File: src/rtl/layer_sequencer_if.sv
// Handshake and control bundle between the pass controller, the layer sequencer
// and the MAC array / store-register datapath.
interface layer_sequencer_if;
  logic        start;
  logic [5:0]  n_in0;
  logic [3:0]  n_layers;
  logic        busy;
  logic        done;
  logic        mac_clr;
  logic        mac_en;
  logic [4:0]  in_idx;
  logic        src_sel;
  logic [31:0] input_sel;
  logic        ld_val;
  logic        t;
  logic [3:0]  layer_idx;

  modport master (
    output start, n_in0, n_layers,
    input  busy, done, mac_clr, mac_en, in_idx, src_sel, input_sel, ld_val, t, layer_idx
  );

  modport slave (
    input  start, n_in0, n_layers,
    output busy, done, mac_clr, mac_en, in_idx, src_sel, input_sel, ld_val, t, layer_idx
  );
endinterface

File: src/rtl/layer_sequencer.sv
// Multi-layer forward-pass sequencer: clear, accumulate, drain, load per layer,
// flipping the ping-pong store bank between layers. Every output is a flop.
module layer_sequencer #(
  parameter int unsigned N_NEURONS = 10,
  parameter int unsigned MAC_LAT   = 1
) (
  input  logic             clk,
  input  logic             rst,
  layer_sequencer_if.slave bus
);
  localparam int unsigned IDX_W = 5;
  localparam int unsigned CNT_W = 6;
  localparam int unsigned LAY_W = 4;
  localparam int unsigned LAT_W = 3;
  localparam int unsigned SEL_W = 32;
  localparam logic [LAT_W-1:0] DRAIN_LAST = LAT_W'((MAC_LAT > 0) ? MAC_LAT - 1 : 0);
  localparam logic [IDX_W-1:0] NEUR_LAST  = IDX_W'(N_NEURONS - 1);

  typedef enum logic [2:0] {S_IDLE, S_CLEAR, S_ACCUM, S_DRAIN, S_LOAD, S_DONE} state_t;

  state_t             state, state_nxt;
  logic [CNT_W-1:0]   n_in_q, n_in_nxt;
  logic [LAY_W-1:0]   n_lay_q, n_lay_nxt;
  logic [LAY_W-1:0]   layer_q, layer_nxt;
  logic [IDX_W-1:0]   idx_q, idx_nxt;
  logic [LAT_W-1:0]   drain_q, drain_nxt;
  logic               t_q, t_nxt;
  logic               src_q, src_nxt;
  logic               busy_q, busy_nxt;
  logic               done_q, done_nxt;
  logic               clr_q, clr_nxt;
  logic               en_q, en_nxt;
  logic               ld_q, ld_nxt;
  logic [SEL_W-1:0]   sel_q, sel_nxt;
  logic [CNT_W-1:0]   n_in_san_c;
  logic [LAY_W-1:0]   n_lay_san_c;
  logic [IDX_W-1:0]   last_idx_c;

  // Clamp the requested counts into their legal ranges before latching.
  always_comb begin
    n_in_san_c  = bus.n_in0;
    if (bus.n_in0 == 6'd0)       n_in_san_c = 6'd1;
    else if (bus.n_in0 > 6'd32)  n_in_san_c = 6'd32;
    n_lay_san_c = (bus.n_layers == 4'd0) ? 4'd1 : bus.n_layers;
    last_idx_c  = (layer_q == 4'd0) ? IDX_W'(n_in_q - 6'd1) : NEUR_LAST;
  end

  // Next state and next registered outputs; outputs describe the state being entered.
  always_comb begin
    state_nxt = state;
    n_in_nxt  = n_in_q;
    n_lay_nxt = n_lay_q;
    layer_nxt = layer_q;
    idx_nxt   = idx_q;
    drain_nxt = drain_q;
    t_nxt     = t_q;
    src_nxt   = src_q;
    busy_nxt  = 1'b0;
    done_nxt  = 1'b0;
    clr_nxt   = 1'b0;
    en_nxt    = 1'b0;
    ld_nxt    = 1'b0;
    sel_nxt   = '0;
    case (state)
      S_IDLE: begin
        if (bus.start) begin
          n_in_nxt  = n_in_san_c;
          n_lay_nxt = n_lay_san_c;
          layer_nxt = '0;
          idx_nxt   = '0;
          src_nxt   = 1'b0;
          state_nxt = S_CLEAR;
          clr_nxt   = 1'b1;
          busy_nxt  = 1'b1;
        end
      end
      S_CLEAR: begin
        state_nxt = S_ACCUM;
        busy_nxt  = 1'b1;
        en_nxt    = 1'b1;
        sel_nxt   = SEL_W'(1) << idx_q;
      end
      S_ACCUM: begin
        busy_nxt = 1'b1;
        if (idx_q == last_idx_c) begin
          drain_nxt = '0;
          if (MAC_LAT == 0) begin
            state_nxt = S_LOAD;
            ld_nxt    = 1'b1;
          end else begin
            state_nxt = S_DRAIN;
          end
        end else begin
          idx_nxt = idx_q + 5'd1;
          en_nxt  = 1'b1;
          sel_nxt = SEL_W'(1) << idx_nxt;
        end
      end
      S_DRAIN: begin
        busy_nxt = 1'b1;
        if (drain_q == DRAIN_LAST) begin
          state_nxt = S_LOAD;
          ld_nxt    = 1'b1;
        end else begin
          drain_nxt = drain_q + 3'd1;
        end
      end
      S_LOAD: begin
        busy_nxt = 1'b1;
        t_nxt    = ~t_q;
        if (layer_q == n_lay_q - 4'd1) begin
          state_nxt = S_DONE;
          done_nxt  = 1'b1;
        end else begin
          layer_nxt = layer_q + 4'd1;
          idx_nxt   = '0;
          src_nxt   = 1'b1;
          state_nxt = S_CLEAR;
          clr_nxt   = 1'b1;
        end
      end
      S_DONE:  state_nxt = S_IDLE;
      default: state_nxt = S_IDLE;
    endcase
  end

  always_ff @(posedge clk) begin
    if (rst) begin
      state   <= S_IDLE;
      n_in_q  <= '0;
      n_lay_q <= '0;
      layer_q <= '0;
      idx_q   <= '0;
      drain_q <= '0;
      t_q     <= 1'b0;
      src_q   <= 1'b0;
      busy_q  <= 1'b0;
      done_q  <= 1'b0;
      clr_q   <= 1'b0;
      en_q    <= 1'b0;
      ld_q    <= 1'b0;
      sel_q   <= '0;
    end else begin
      state   <= state_nxt;
      n_in_q  <= n_in_nxt;
      n_lay_q <= n_lay_nxt;
      layer_q <= layer_nxt;
      idx_q   <= idx_nxt;
      drain_q <= drain_nxt;
      t_q     <= t_nxt;
      src_q   <= src_nxt;
      busy_q  <= busy_nxt;
      done_q  <= done_nxt;
      clr_q   <= clr_nxt;
      en_q    <= en_nxt;
      ld_q    <= ld_nxt;
      sel_q   <= sel_nxt;
    end
  end

  assign bus.busy      = busy_q;
  assign bus.done      = done_q;
  assign bus.mac_clr   = clr_q;
  assign bus.mac_en    = en_q;
  assign bus.in_idx    = idx_q;
  assign bus.src_sel   = src_q;
  assign bus.input_sel = sel_q;
  assign bus.ld_val    = ld_q;
  assign bus.t         = t_q;
  assign bus.layer_idx = layer_q;
endmodule

File: src/flat_wrapper.sv
// flat-port wrapper written by rule: the top's interface ports become plain ports
module layer_sequencer_flat 
#(
  parameter int unsigned N_NEURONS = 10,
  parameter int unsigned MAC_LAT   = 1
)
  (clk, rst, bus_start, bus_n_in0, bus_n_layers, bus_busy, bus_done, bus_mac_clr, bus_mac_en, bus_in_idx, bus_src_sel, bus_input_sel, bus_ld_val, bus_t, bus_layer_idx);
  layer_sequencer_if bus_i ();
  input  logic clk;
  input  logic rst;
  input wire logic [$bits(bus_i.start)-1:0] bus_start;
  input wire logic [$bits(bus_i.n_in0)-1:0] bus_n_in0;
  input wire logic [$bits(bus_i.n_layers)-1:0] bus_n_layers;
  output wire logic [$bits(bus_i.busy)-1:0] bus_busy;
  output wire logic [$bits(bus_i.done)-1:0] bus_done;
  output wire logic [$bits(bus_i.mac_clr)-1:0] bus_mac_clr;
  output wire logic [$bits(bus_i.mac_en)-1:0] bus_mac_en;
  output wire logic [$bits(bus_i.in_idx)-1:0] bus_in_idx;
  output wire logic [$bits(bus_i.src_sel)-1:0] bus_src_sel;
  output wire logic [$bits(bus_i.input_sel)-1:0] bus_input_sel;
  output wire logic [$bits(bus_i.ld_val)-1:0] bus_ld_val;
  output wire logic [$bits(bus_i.t)-1:0] bus_t;
  output wire logic [$bits(bus_i.layer_idx)-1:0] bus_layer_idx;
  assign bus_i.start = bus_start;
  assign bus_i.n_in0 = bus_n_in0;
  assign bus_i.n_layers = bus_n_layers;
  assign bus_busy = bus_i.busy;
  assign bus_done = bus_i.done;
  assign bus_mac_clr = bus_i.mac_clr;
  assign bus_mac_en = bus_i.mac_en;
  assign bus_in_idx = bus_i.in_idx;
  assign bus_src_sel = bus_i.src_sel;
  assign bus_input_sel = bus_i.input_sel;
  assign bus_ld_val = bus_i.ld_val;
  assign bus_t = bus_i.t;
  assign bus_layer_idx = bus_i.layer_idx;
  layer_sequencer #(.N_NEURONS(N_NEURONS), .MAC_LAT(MAC_LAT)) u_core (.clk(clk), .rst(rst), .bus(bus_i));
endmodule
File: config.mk
export PLATFORM = sky130hd
export DESIGN_NAME = layer_sequencer_flat
export DESIGN_NICKNAME = d
export VERILOG_FILES = /design/src/rtl/layer_sequencer_if.sv /design/src/rtl/layer_sequencer.sv /design/src/flat_wrapper.sv
export SDC_FILE = /design/constraint.sdc
export NUM_CORES = 1
export LEC_CHECK = 0
export CORE_MARGIN = 2
export CORE_UTILIZATION = 30
export DETAILED_ROUTE_END_ITERATION = 6
export DONT_BUFFER_PORTS = 1
export PLACE_DENSITY_LB_ADDON = 0.08
export SLEW_MARGIN = 30
export SYNTH_ARGS = -nofsm -noshare
export SYNTH_HDL_FRONTEND = slang
export SYNTH_SLANG_ARGS = --single-unit
File: constraint.sdc
create_clock -name clk -period 2.75 [get_ports clk]
set_input_delay 0 -clock clk [delete_from_list [all_inputs] [get_ports clk]]
set_output_delay 0 -clock clk [all_outputs]
set_load 0.02 [all_outputs]
==> flow_summary.toml <==
[status]
status = "finished, final reports clean"

[routing]
drc = 0
wl_mm = 7.30
wl_per_cell_um = 16.0
dr.pass1.iters = 4
viasPerCell = 5.05
vias = 2299
postRouteAntennaNets = 0
drt_iter0_markers = 143

[power]
p_per_area_mw_per_mm2 = 568
p_leak_nw = 1.15
ir_drop_v = 0.000207
p_total_mw = 1.88

[grt]
antenna_found_initial = 0
grt_pass1_vias = 2275
grtUsageTotal = 0.149
grt_overflow_total = 0
grt_pass1_wl_mm = 11.8
grt_max_degree = 38

[final_layout]
stdcell_count = 455
area_growth_pct = 15.7
antenna_cells = 0
final_cell_area_mm2 = 0.00331
drive_gt1_frac = 0.0951
post-route-util = 0.359
fin_nets = 347

[die]
die_w_um = 102
rows = 35
io_pins = 61
core_mm2 = 0.00924
start_util = 0.310
dieArea_mm2 = 0.0103
die_y_um = 102

[clock_network]
cts_tree = "yes"
cts_resized = 0
insertion_delay_ns = 0.34
holdBufCountCts = 15
root_buffer = "clkbuf_8"
cts_setup_buffers = 0
numClockSinks = 63
path_clk_slew_ns = 0.07
cts_buffers = 9
htree_levels = 3
cts_buffer_depth = 2

[sta]
finalCritPeriodShare = 0.898
setup-violations-final = 0
finalCriticalPeriod_ns = 2.47
fmax_mhz = 405
hold_viol = 0
tightest_slew_ns = 0.886
skew_ns = 0.00568
setup_tns_ns = 0
rsz0062_at_grt = "no"
relSlewSlack = 0.407
fin_ws_ns = 0.280
holdWs_ns = 0.0326
drv_slew = 0

[synthesis]
synth_enable_flop_cells = 0
yosys_most_used_dff = "dfxtp_1"
synth_async_sr_flop_share = 0
post-synth-top-count-cell = "dfxtp_1"
syn-num-nets = 327
yosysTopAreaCell = "dfxtp_1"
syn_area_per_cell_um2 = 9.51
synth_seq_cells = 63
synth-seq-area-share = 0.440
syn_area_mm2 = 0.00286
yosysWarnings = 0
yosys.cell_types.count = 44
synth_commonest_cells = "dfxtp_1, nand2_1, o32ai_1"
synth_top_area_share = 0.440
synth_area_leaders = "dfxtp_1, o32ai_1, ha_1"
synthCells = 301

[critical_path]
cp_max_fo = 37
worstSetupPathType = "reg -> reg"
critical_path_required_ns = 2.98
cp-end-kind = "flop"
start_kind = "flop"
arrival_ns = 2.70

[placement]
port_buffers = 0
hpwl_mm = 5.06
dp.cells = 424
gp_congestion = 0.744
pre_cts_ws_ns = 0.296
postPlaceCellArea_mm2 = 0.00299

[flow_run]
maxCapViolCount = 0

[hold_path]
worstHoldPathType = "in -> reg"
==> placed cells by master, fill, tap and decap left out, types with 2 or more instances in the layout <==
master,n
o32ai_1,32
a21oi_1,16
clkinv_2,3
nand2_1,36
and3_1,2
dlygate4sd3_1,15
a211oi_1,2
o22ai_1,4
nand3_1,8
o31ai_1,4
or2b_1,2
a21o_1,2
xor2_1,5
or2_2,2
o21ai_0,2
buf_4,7
inv_1,18
clkbuf_8,9
dfxtp_1,63
nor3_1,12
nor2b_1,2
nor4_1,2
clkinv_4,2
ha_1,13
nor2_1,18
nor3b_1,7
mux2i_1,2
xnor2_1,14
and2_1,2
a311oi_1,2
nand2b_1,3
==> logic make-up (layout without fill, tap and decap cells) <==
family | Yosys count | in the layout | synth area share
xor+xnor | 20 | 20 | 0.0660
mux | 2 | 2 | 0.00699
compound gates | 71 | 71 | 0.195
simple gates | 100 | 100 | 0.174
flops | 63 | 63 | 0.440
fa+ha+maj | 13 | 13 | 0.0568
buf+inv | 32 | 57 | 0.0612
==> state kept, by name, indices dropped and copies added, names as in the netlist, 3 cells and up <==
signal / cells
u_core.n_lay_q: 4
u_core.bus.input_sel: 32
u_core.n_in_q: 5
u_core.bus.layer_idx: 4
u_core.bus.in_idx: 5
u_core.drain_q: 3
u_core.state: 3
==> metal layers <==
layer | vias to the layer above | GRT usage | routed length (um)
met3 | 8 | 0.0621 | 577
met4 | 0 | 0.0457 | 78
met5 | - | 0 | 0
li1 | 1129 | - | -
met1 | 1080 | 0.190 | 3320
met2 | 82 | 0.230 | 3320
==> critical path, stage by stage (launching register included) <==
cell and delay [ns]:
dfxtp_1 0.36, inv_1 0.09, ha_1 0.18, nor3b_1 0.23, xor2_1 0.30, o21ai_2 0.10
a311oi_4 0.43, o21ai_4 0.09, buf_12 0.18, o32ai_1 0.36
==> cell type report <==
| class | instances | area (um2) |
|---|---|---|
| clock buffer | 9 | 124 |
| clock inverter | 7 | 48.8 |
| fill | 991 | 5930 |
| inverter | 18 | 67.6 |
| multi-input combinational | 206 | 1430 |
| sequential | 63 | 1260 |
| tap | 129 | 161 |
| timing repair buffer | 23 | 223 |
==> path summary, 6_finish.rpt <==
path	startpoint	end	slack, ns	cells after the start
max	u_core.n_in_q[0]$_SDFFE_PP0P_	u_core.bus.input_sel[12]$_SDFF_PP0_	0.28	9
max reg2reg	u_core.n_in_q[0]$_SDFFE_PP0P_	u_core.bus.input_sel[12]$_SDFF_PP0_	0.28	9
min	rst	u_core.bus.in_idx[0]$_SDFFE_PP0P_	0.03	2
min reg2reg	u_core.n_lay_q[3]$_SDFFE_PP0P_	u_core.n_lay_q[3]$_SDFFE_PP0P_	0.47	2
==> where the power goes <==
| group | total (mW) | switching, mW | internal, mW |
|---|---|---|---|
| Clock | 0.718 | 0.391 | 0.328 |
| Combinational | 0.196 | 0.110 | 0.0866 |
| Sequential | 0.967 | 0.0338 | 0.933 |
Note: power is estimated with default switching activity, not from simulation.
